`src/rtl/if_stage.sv`:
```
// Instruction-fetch stage: owns the PC, fetches over a req/ready handshake and
// loads IF/ID, redirecting and squashing the wrong path on a taken branch.
module if_stage #(
    parameter logic [31:0] RESET_PC = 32'h0000_0000
) (
    input  logic        clk,
    input  logic        rst,
    input  logic        freeze,
    input  logic        Branch_Taken,
    input  logic [31:0] Br_offset,
    output logic        imem_req,
    output logic [31:0] imem_addr,
    input  logic        imem_ready,
    input  logic [31:0] imem_rdata,
    output logic [31:0] if_id_pc,
    output logic [31:0] if_id_instr,
    output logic        if_id_valid
);

    typedef enum logic [1:0] {
        S_FETCH = 2'd0,
        S_HOLD  = 2'd1,
        S_DRAIN = 2'd2
    } state_t;

    state_t      r_state;
    logic        r_req;
    logic [31:0] r_pc;
    logic [31:0] r_tgt;
    logic [31:0] r_buf;
    logic [31:0] r_if_id_pc;
    logic [31:0] r_if_id_instr;
    logic        r_if_id_valid;

    logic [31:0] w_target;
    logic [31:0] w_pc_inc;
    logic        w_redirect;

    // Branch target is relative to PC+4 of the branch sitting in IF/ID.
    assign w_target   = r_if_id_pc + (Br_offset << 2);
    assign w_pc_inc   = r_pc + 32'd4;
    assign w_redirect = Branch_Taken & ~freeze;

    assign imem_req    = r_req;
    assign imem_addr   = r_pc;
    assign if_id_pc    = r_if_id_pc;
    assign if_id_instr = r_if_id_instr;
    assign if_id_valid = r_if_id_valid;

    always_ff @(posedge clk or posedge rst) begin
        if (rst) begin
            r_state       <= S_FETCH;
            r_req         <= 1'b1;
            r_pc          <= RESET_PC;
            r_tgt         <= 32'd0;
            r_buf         <= 32'd0;
            r_if_id_pc    <= 32'd0;
            r_if_id_instr <= 32'd0;
            r_if_id_valid <= 1'b0;
        end else begin
            case (r_state)
                S_FETCH: begin
                    if (w_redirect) begin
                        r_if_id_pc    <= 32'd0;
                        r_if_id_instr <= 32'd0;
                        r_if_id_valid <= 1'b0;
                        if (imem_ready) begin
                            r_pc <= w_target;
                        end else begin
                            // Request is still in flight; keep the address and wait it out.
                            r_tgt   <= w_target;
                            r_state <= S_DRAIN;
                        end
                    end else if (imem_ready) begin
                        if (!freeze) begin
                            r_if_id_pc    <= w_pc_inc;
                            r_if_id_instr <= imem_rdata;
                            r_if_id_valid <= 1'b1;
                            r_pc          <= w_pc_inc;
                        end else begin
                            r_buf   <= imem_rdata;
                            r_req   <= 1'b0;
                            r_state <= S_HOLD;
                        end
                    end else if (!freeze) begin
                        r_if_id_instr <= 32'd0;
                        r_if_id_valid <= 1'b0;
                    end
                end

                S_HOLD: begin
                    if (!freeze) begin
                        r_req   <= 1'b1;
                        r_state <= S_FETCH;
                        if (Branch_Taken) begin
                            r_if_id_pc    <= 32'd0;
                            r_if_id_instr <= 32'd0;
                            r_if_id_valid <= 1'b0;
                            r_pc          <= w_target;
                        end else begin
                            r_if_id_pc    <= w_pc_inc;
                            r_if_id_instr <= r_buf;
                            r_if_id_valid <= 1'b1;
                            r_pc          <= w_pc_inc;
                        end
                    end
                end

                S_DRAIN: begin
                    if (w_redirect) begin
                        r_tgt         <= w_target;
                        r_if_id_pc    <= 32'd0;
                        r_if_id_instr <= 32'd0;
                        r_if_id_valid <= 1'b0;
                    end
                    // Wrong-path data is dropped; the most recent redirect wins.
                    if (imem_ready) begin
                        r_pc    <= w_redirect ? w_target : r_tgt;
                        r_state <= S_FETCH;
                    end
                end

                default: begin
                    r_req   <= 1'b1;
                    r_state <= S_FETCH;
                end
            endcase
        end
    end

endmodule

```
`config.mk`:
```
export PLATFORM = sky130hd
export DESIGN_NAME = if_stage
export DESIGN_NICKNAME = d
export VERILOG_FILES = /design/src/rtl/if_stage.sv
export SDC_FILE = /design/constraint.sdc
export NUM_CORES = 1
export LEC_CHECK = 0
export CAP_MARGIN = 20
export CELL_PAD_IN_SITES_DETAIL_PLACEMENT = 1
export CELL_PAD_IN_SITES_GLOBAL_PLACEMENT = 1
export CORE_UTILIZATION = 35
export DETAILED_ROUTE_END_ITERATION = 8
export PLACE_DENSITY = 0.72
export SLEW_MARGIN = 0
export SYNTH_ARGS = -nofsm -noshare
export SYNTH_HDL_FRONTEND = slang
export SYNTH_SLANG_ARGS = --single-unit
```
`constraint.sdc`:
```
create_clock -name clk -period 4.92 [get_ports clk]
set_input_delay 0.738 -clock clk [delete_from_list [all_inputs] [get_ports clk]]
set_output_delay 0.738 -clock clk [all_outputs]
set_load 0.01 [all_outputs]
```
==> impl_metrics.tcl, run 1 <==
set metrics [dict create \
    grt_util_all_layers_pct 23.0 \
    syn_area_mm2 0.00980 \
    dr.pass1.iters 7 \
    num_antenna_cells 0 \
    critPathSlowestCell "a211oi_1" \
    tritoncts.num_buffers 17 \
    cts-root-buf "clkbuf_16" \
    fp-row-count 60 \
    finish.net_count 1341 \
    comb_power_share_pct 51.1 \
    period_needed_ns 3.69 \
    synth_cells 1099 \
    p_per_area_mw_per_mm2 631 \
    power.share.clock_pct 17.7 \
    synth_warnings 0 \
    worstSetupStartpoint "Br_offset[0]" \
    grt_pass1_wl_um 51500 \
    rsz0062_at_grt "no" \
    placed_area_mm2 0.0118 \
    report.final.slew_viol_count 0 \
    fp.dieH_um 169 \
    routed_wl_um 32300 \
    clk_pin_slew_ns 0.08 \
    final.setup.tns_ns 0 \
    setup_viol 0 \
    power_leakage_nw 5.30 \
    final_common_cell "nand2_1" \
    slowest_delay_ns 0.56 \
    clock_path_buffers 2 \
    grt_antenna_before_repair 0 \
    clock_sinks 164 \
    power_frac_seq_pct 31.2 \
    stdcell_area_mm2 0.0124 \
    critPathKind "in -> reg" \
    clock_skew_ns 0.0237 \
    num_io_pins 167 \
    area_growth_pct 26.6 \
    max-vdd-ir-drop_uv 228 \
    critical_path_arrival_ns 4.01 \
    fmaxAchievable_mhz 271 \
    cts_resized 0 \
    io_buffers 164 \
    start_util_pct 36.1 \
    dieArea_mm2 0.0287 \
    period_share_pct 75.1 \
    ant_nets 0 \
    ys_ff_latch 164 \
    start_kind "input port" \
    hp-start "r_tgt[2]" \
    synth_cell_types 81 \
    dp_hpwl_um 22600 \
    grt_pass1_vias 9321 \
    pre_cts_ws_ns 0.855 \
    async_flop_share_pct 100 \
    grt_max_degree 94 \
    r2r_cells 12 \
    cp-end-kind "register" \
    drc 0 \
    cts_setup_buffers 0 \
    min_path_cells 2 \
    grt_overflow_total 0 \
    core_mm2 0.0272 \
    gp_congestion 0.865 \
    viasPerCell 5.51 \
    power.switching_mw 3.46 \
    synth-edff-count 0 \
    vias 8942 \
    status "complete, no violations" \
    relSlewSlack_pct 35.1 \
    hold_viol_final 0 \
    wl_per_cell_um 19.9 \
    crit_path_cell_trace "clkdlybuf4s50_1, ha_1, inv_1, fa_1, nor2b_1, o2111ai_1, a211oi_1, o21ai_1, nand3_2, a31oi_4, xnor2_1, a2111oi_2, nor2_1" \
    hold_buffers 0 \
    syn_area_per_cell_um2 8.92 \
    hold_path_class "reg -> reg" \
    p_sw_share_pct 44.3 \
    maxCapViolCount 0 \
    most-common-layout-cells "181 x nand2_1, 164 x clkdlybuf4s50_1, 163 x dfrtp_1" \
    cts_tree "built" \
    layout_setup_ws_ns 1.23 \
    seq_area_frac_synth_pct 41.9 \
    drive_gt1_share_pct 9.44 \
    clkLatencyLatePin_ns 0.45 \
    p_int_mw 4.36 \
    tightestPinTransition_ns 0.973 \
    cp.required_ns 5.24 \
    rr_startpoint "if_id_pc[2]" \
    syn_nets 1203 \
    critPathMaxFanout 4 \
    ys.flop_type "dfrtp_1" \
    die_w_um 169 \
    h-tree-depth 4 \
    initialDrtViolationCount 563 \
]
[cell families after synthesis]
kind of cell | synth area share (%)
muxes | 4.90
AOI/OAI and AO/OA | 22.7
and+or+nand+nor | 17.5
adders and majority gates | 4.54
DFF | 41.9
xor gates and xnor gates | 4.83
buffers and inverters | 3.71
[through the flow]
stage                     cells  hold slack, ns  power, mW  utilization, %
after global routing       1622           0.501       8.37            45.6
after detailed placement   1590           0.463       6.42            43.4
final                      1622           0.476       7.82            45.6
after CTS                  1622           0.482       7.86            45.6
after global placement     1590           0.457       6.29            43.4
after floorplan            1099           0.445       4.80               -
[cell type report]
cell class	instances	area (um^2)
fillers	3171	14800
multi-input cells	851	5340
flip-flops and latches	164	4110
repair buffers	183	1810
well taps	372	465
clock buffers	17	425
clock inverters	15	179
inverters	20	78.8
[critical path: cells and delay by family]
family | cells | cell delay [ns]
XOR/XNOR | 1 | 0.25
buffers and inverters | 2 | 0.52
AO/OA/AOI/OAI | 5 | 1.47
AND/OR/NAND/NOR | 3 | 0.45
adder cells (fa/ha/maj) | 2 | 0.57
[synthesized netlist by cell type, types with 5 or more instances]
library cell / n / area, um^2
clkbuf_1: 51 / 191
a31oi_1: 8 / 50.1
or3_1: 5 / 31.3
o22ai_1: 9 / 56.3
a22oi_1: 36 / 270
xor2_1: 25 / 219
o21ai_0: 68 / 340
and3_1: 10 / 62.6
nand4_1: 7 / 43.8
o31ai_1: 8 / 60.1
a21oi_1: 96 / 480
a22o_1: 6 / 52.6
a221oi_1: 13 / 114
mux2_2: 40 / 450
nor3_1: 10 / 50.1
inv_1: 20 / 75.1
o211ai_1: 6 / 45.0
xnor2_1: 29 / 254
nand3_1: 29 / 145
nor2b_1: 5 / 31.3
o21ai_1: 13 / 65.1
ha_1: 34 / 425
dfrtp_1: 163 / 4080
o21a_1: 8 / 60.1
nor2_1: 100 / 375
nand2_1: 181 / 679
nand2b_1: 7 / 43.8
a21o_1: 19 / 143
[worst paths after layout]
path	slack (ns)	end
worst max-delay path	1.23	imem_addr[26]
worst min-delay path	0.48	r_tgt[2]
worst max register to register	1.61	imem_addr[26]
worst min register to register	0.48	r_tgt[2]
max in group asynchronous	3.08	r_tgt[25]
min in group asynchronous	0.84	r_tgt[14]
[power groups by stage]
stage | logic (mW) | registers [mW] | clock network, mW
after global routing | 4.38 | 2.52 | 1.46
after floorplan | 2.33 | 2.47 | 0
after CTS | 4.00 | 2.44 | 1.41
final | 4.00 | 2.44 | 1.38
after global placement | 3.86 | 2.43 | 0
after detailed placement | 3.96 | 2.46 | 0
[state kept, by name, summed over array words and instances (netlist names)]
name         count
if_id_instr     32
if_id_pc        32
if_id_valid      1
imem_addr       32
imem_req         1
r_buf           32
r_state          2
r_tgt           32
[per-layer routing]
metal	up-vias	global-route usage (%)	wire, um
met3	37	5.32	1690
met2	212	37.8	15400
met4	0	6.70	560
met1	4477	30.2	14700
li1	4216	-	-
met5	-	0	0
Power figures use the tool's default switching activity.
==> run 2: changes to the inputs <==
==> constraint.sdc (replaced) <==
create_clock -name clk -period 3.3 [get_ports clk]
set_input_delay 0.495 -clock clk [delete_from_list [all_inputs] [get_ports clk]]
set_output_delay 0.495 -clock clk [all_outputs]
set_load 0.01 [all_outputs]
==> impl_metrics.tcl, run 2 (synthesis results as in run 1) <==
set metrics [dict create \
    clock_path_buffers 2 \
    grt_antenna_before_repair 0 \
    status "complete, no violations" \
    maxCapViolCount 0 \
    r2r_end "imem_addr[26]" \
    dp_hpwl_um 24000 \
    vias 9200 \
    io_buffers 164 \
    start_kind "input port" \
    ant_nets 0 \
    multi_input_area_mm2 0.00535 \
    rr_startpoint "if_id_pc[2]" \
    clk_pin_slew_ns 0.07 \
    fillCellCount 3167 \
    critical_path_arrival_ns 3.45 \
    rsz0062_at_grt "no" \
    period_share_pct 95.2 \
    grt_util_all_layers_pct 23.7 \
    cp.required_ns 3.61 \
    dr.pass1.iters 4 \
    grt_max_degree 68 \
    num_io_pins 167 \
    relSlewSlack_pct 38.5 \
    gp_congestion 0.873 \
    grt_overflow_total 0 \
    clkLatencyLatePin_ns 0.45 \
    cts-root-buf "clkbuf_16" \
    grt_pass1_vias 9794 \
    dieArea_mm2 0.0287 \
    area_growth_pct 31.3 \
    stdcell_area_mm2 0.0129 \
    crit_path_end "imem_addr[26]" \
    tritoncts.num_buffers 17 \
    critPathMaxFanout 4 \
    viasPerCell 5.49 \
    hold_path_class "reg -> reg" \
    p_total_mw 12.0 \
    whs_ns 0.483 \
    wl_per_cell_um 19.5 \
    final_util_pct 47.4 \
    drc 0 \
    routed_wl_um 32800 \
    hold_viol_final 0 \
    fmaxAchievable_mhz 318 \
    tightestPinTransition_ns 0.912 \
    p_per_area_mw_per_mm2 929 \
    placed_area_mm2 0.0122 \
    final_common_cell "nand2_1" \
    hold_buffers 0 \
    clock_skew_ns 0.0152 \
    fp.dieH_um 169 \
    r2r_cells 13 \
    num_antenna_cells 0 \
    clock_sinks 164 \
    fp-row-count 60 \
    period_needed_ns 3.14 \
    finish.net_count 1396 \
    h-tree-depth 4 \
    hp-start "r_tgt[6]" \
    worstSetupStartpoint "Br_offset[0]" \
    core_mm2 0.0272 \
    setup_viol 0 \
    max-vdd-ir-drop_uv 381 \
    initialDrtViolationCount 460 \
    report.final.slew_viol_count 0 \
    drive_gt1_share_pct 13.3 \
    start_util_pct 36.1 \
    most-common-layout-cells "181 x nand2_1, 164 x clkdlybuf4s50_1, 163 x dfrtp_1" \
    die_w_um 169 \
    grt_pass1_wl_um 53300 \
    power_leakage_nw 5.57 \
    r2r_setup_slack_ns 0.31 \
    cts_tree "built" \
    cp-end-kind "register" \
    critPathKind "in -> reg" \
    seq_area_mm2 0.00411 \
]
[run 2: what timing repair did]
item / in CTS / in global routing
gates resized for setup: 0 / 1
setup buffers: 0 / 1
setup endpoints to repair: 0 / 5
[run 2: layout make-up]
cell class                 instances  area share (%)
clock buffer                      17            3.31
clock inverter                    15            1.55
inverter                          20           0.612
multi-input combinational        851            41.6
sequential                       164            31.9
tap                              372            3.62
timing repair buffer             238            17.5
[run 2: worst min path at each step]
stage                end  slack [ns]  depth (start not counted)
4_1_cts         r_tgt[6]        0.48                          2
3_3_place_gp   r_tgt[11]        0.46                          2
6_report        r_tgt[6]        0.48                          2
2_1_floorplan  r_tgt[16]        0.44                          2
3_5_place_dp   r_tgt[15]        0.46                          2
5_1_grt        r_tgt[15]        0.51                          2
[run 2: through the flow]
| step | cells | TNS [ns] | setup slack [ns] |
|---|---|---|---|
| 2_1_floorplan | 1099 | 0 | 0.519 |
| 3_3_place_gp | 1644 | -1.86 | -0.245 |
| 3_5_place_dp | 1644 | -2.61 | -0.308 |
| 4_1_cts | 1676 | 0 | 0.121 |
| 5_1_grt | 1677 | 0 | 0.00600 |
| 6_report | 1677 | 0 | 0.159 |
[run 2: where the power goes]
part / internal [mW] / switching [mW] / leakage (nW) / total [mW]
combinational: 2.81 / 3.40 / 3.24 / 6.20
clock: 1.04 / 1.06 / 0.301 / 2.10
sequential: 2.89 / 0.765 / 2.03 / 3.66
total: 6.74 / 5.22 / 5.57 / 12.0
[run 2: worst max-delay path: stages]
cell,delay [ns]
clkdlybuf4s50_1,0.48
ha_1,0.17
inv_1,0.06
fa_1,0.38
nor2b_1,0.21
o2111ai_2,0.21
a211oi_1,0.30
buf_4,0.16
o21ai_1,0.08
nand3_2,0.15
a31oi_4,0.13
xnor2_1,0.22
a2111oi_2,0.33
nor2_1,0.09
[run 2: per-layer routing]
| metal | vias up | wire, um | global-route usage [%] |
|---|---|---|---|
| met3 | 27 | 1600 | 4.71 |
| met2 | 190 | 15800 | 40.4 |
| met4 | 0 | 439 | 5.72 |
| li1 | 4336 | - | - |
| met1 | 4647 | 15000 | 30.7 |
| met5 | - | 0 | 0 |
==> run 3: changes to the inputs <==
==> constraint.sdc (replaced) <==
create_clock -name clk -period 3.3 [get_ports clk]
set_input_delay 0.495 -clock clk [delete_from_list [all_inputs] [get_ports clk]]
set_output_delay 0.495 -clock clk [all_outputs]
set_load 0.02 [all_outputs]
==> results of run 3 <==
Same layout as run 2 (identical final DEF). Status: complete, no violations.
Among the figures that moved: total power 12.0 mW -> 12.3 mW; worst IR drop on VDD 381 uV -> 385 uV
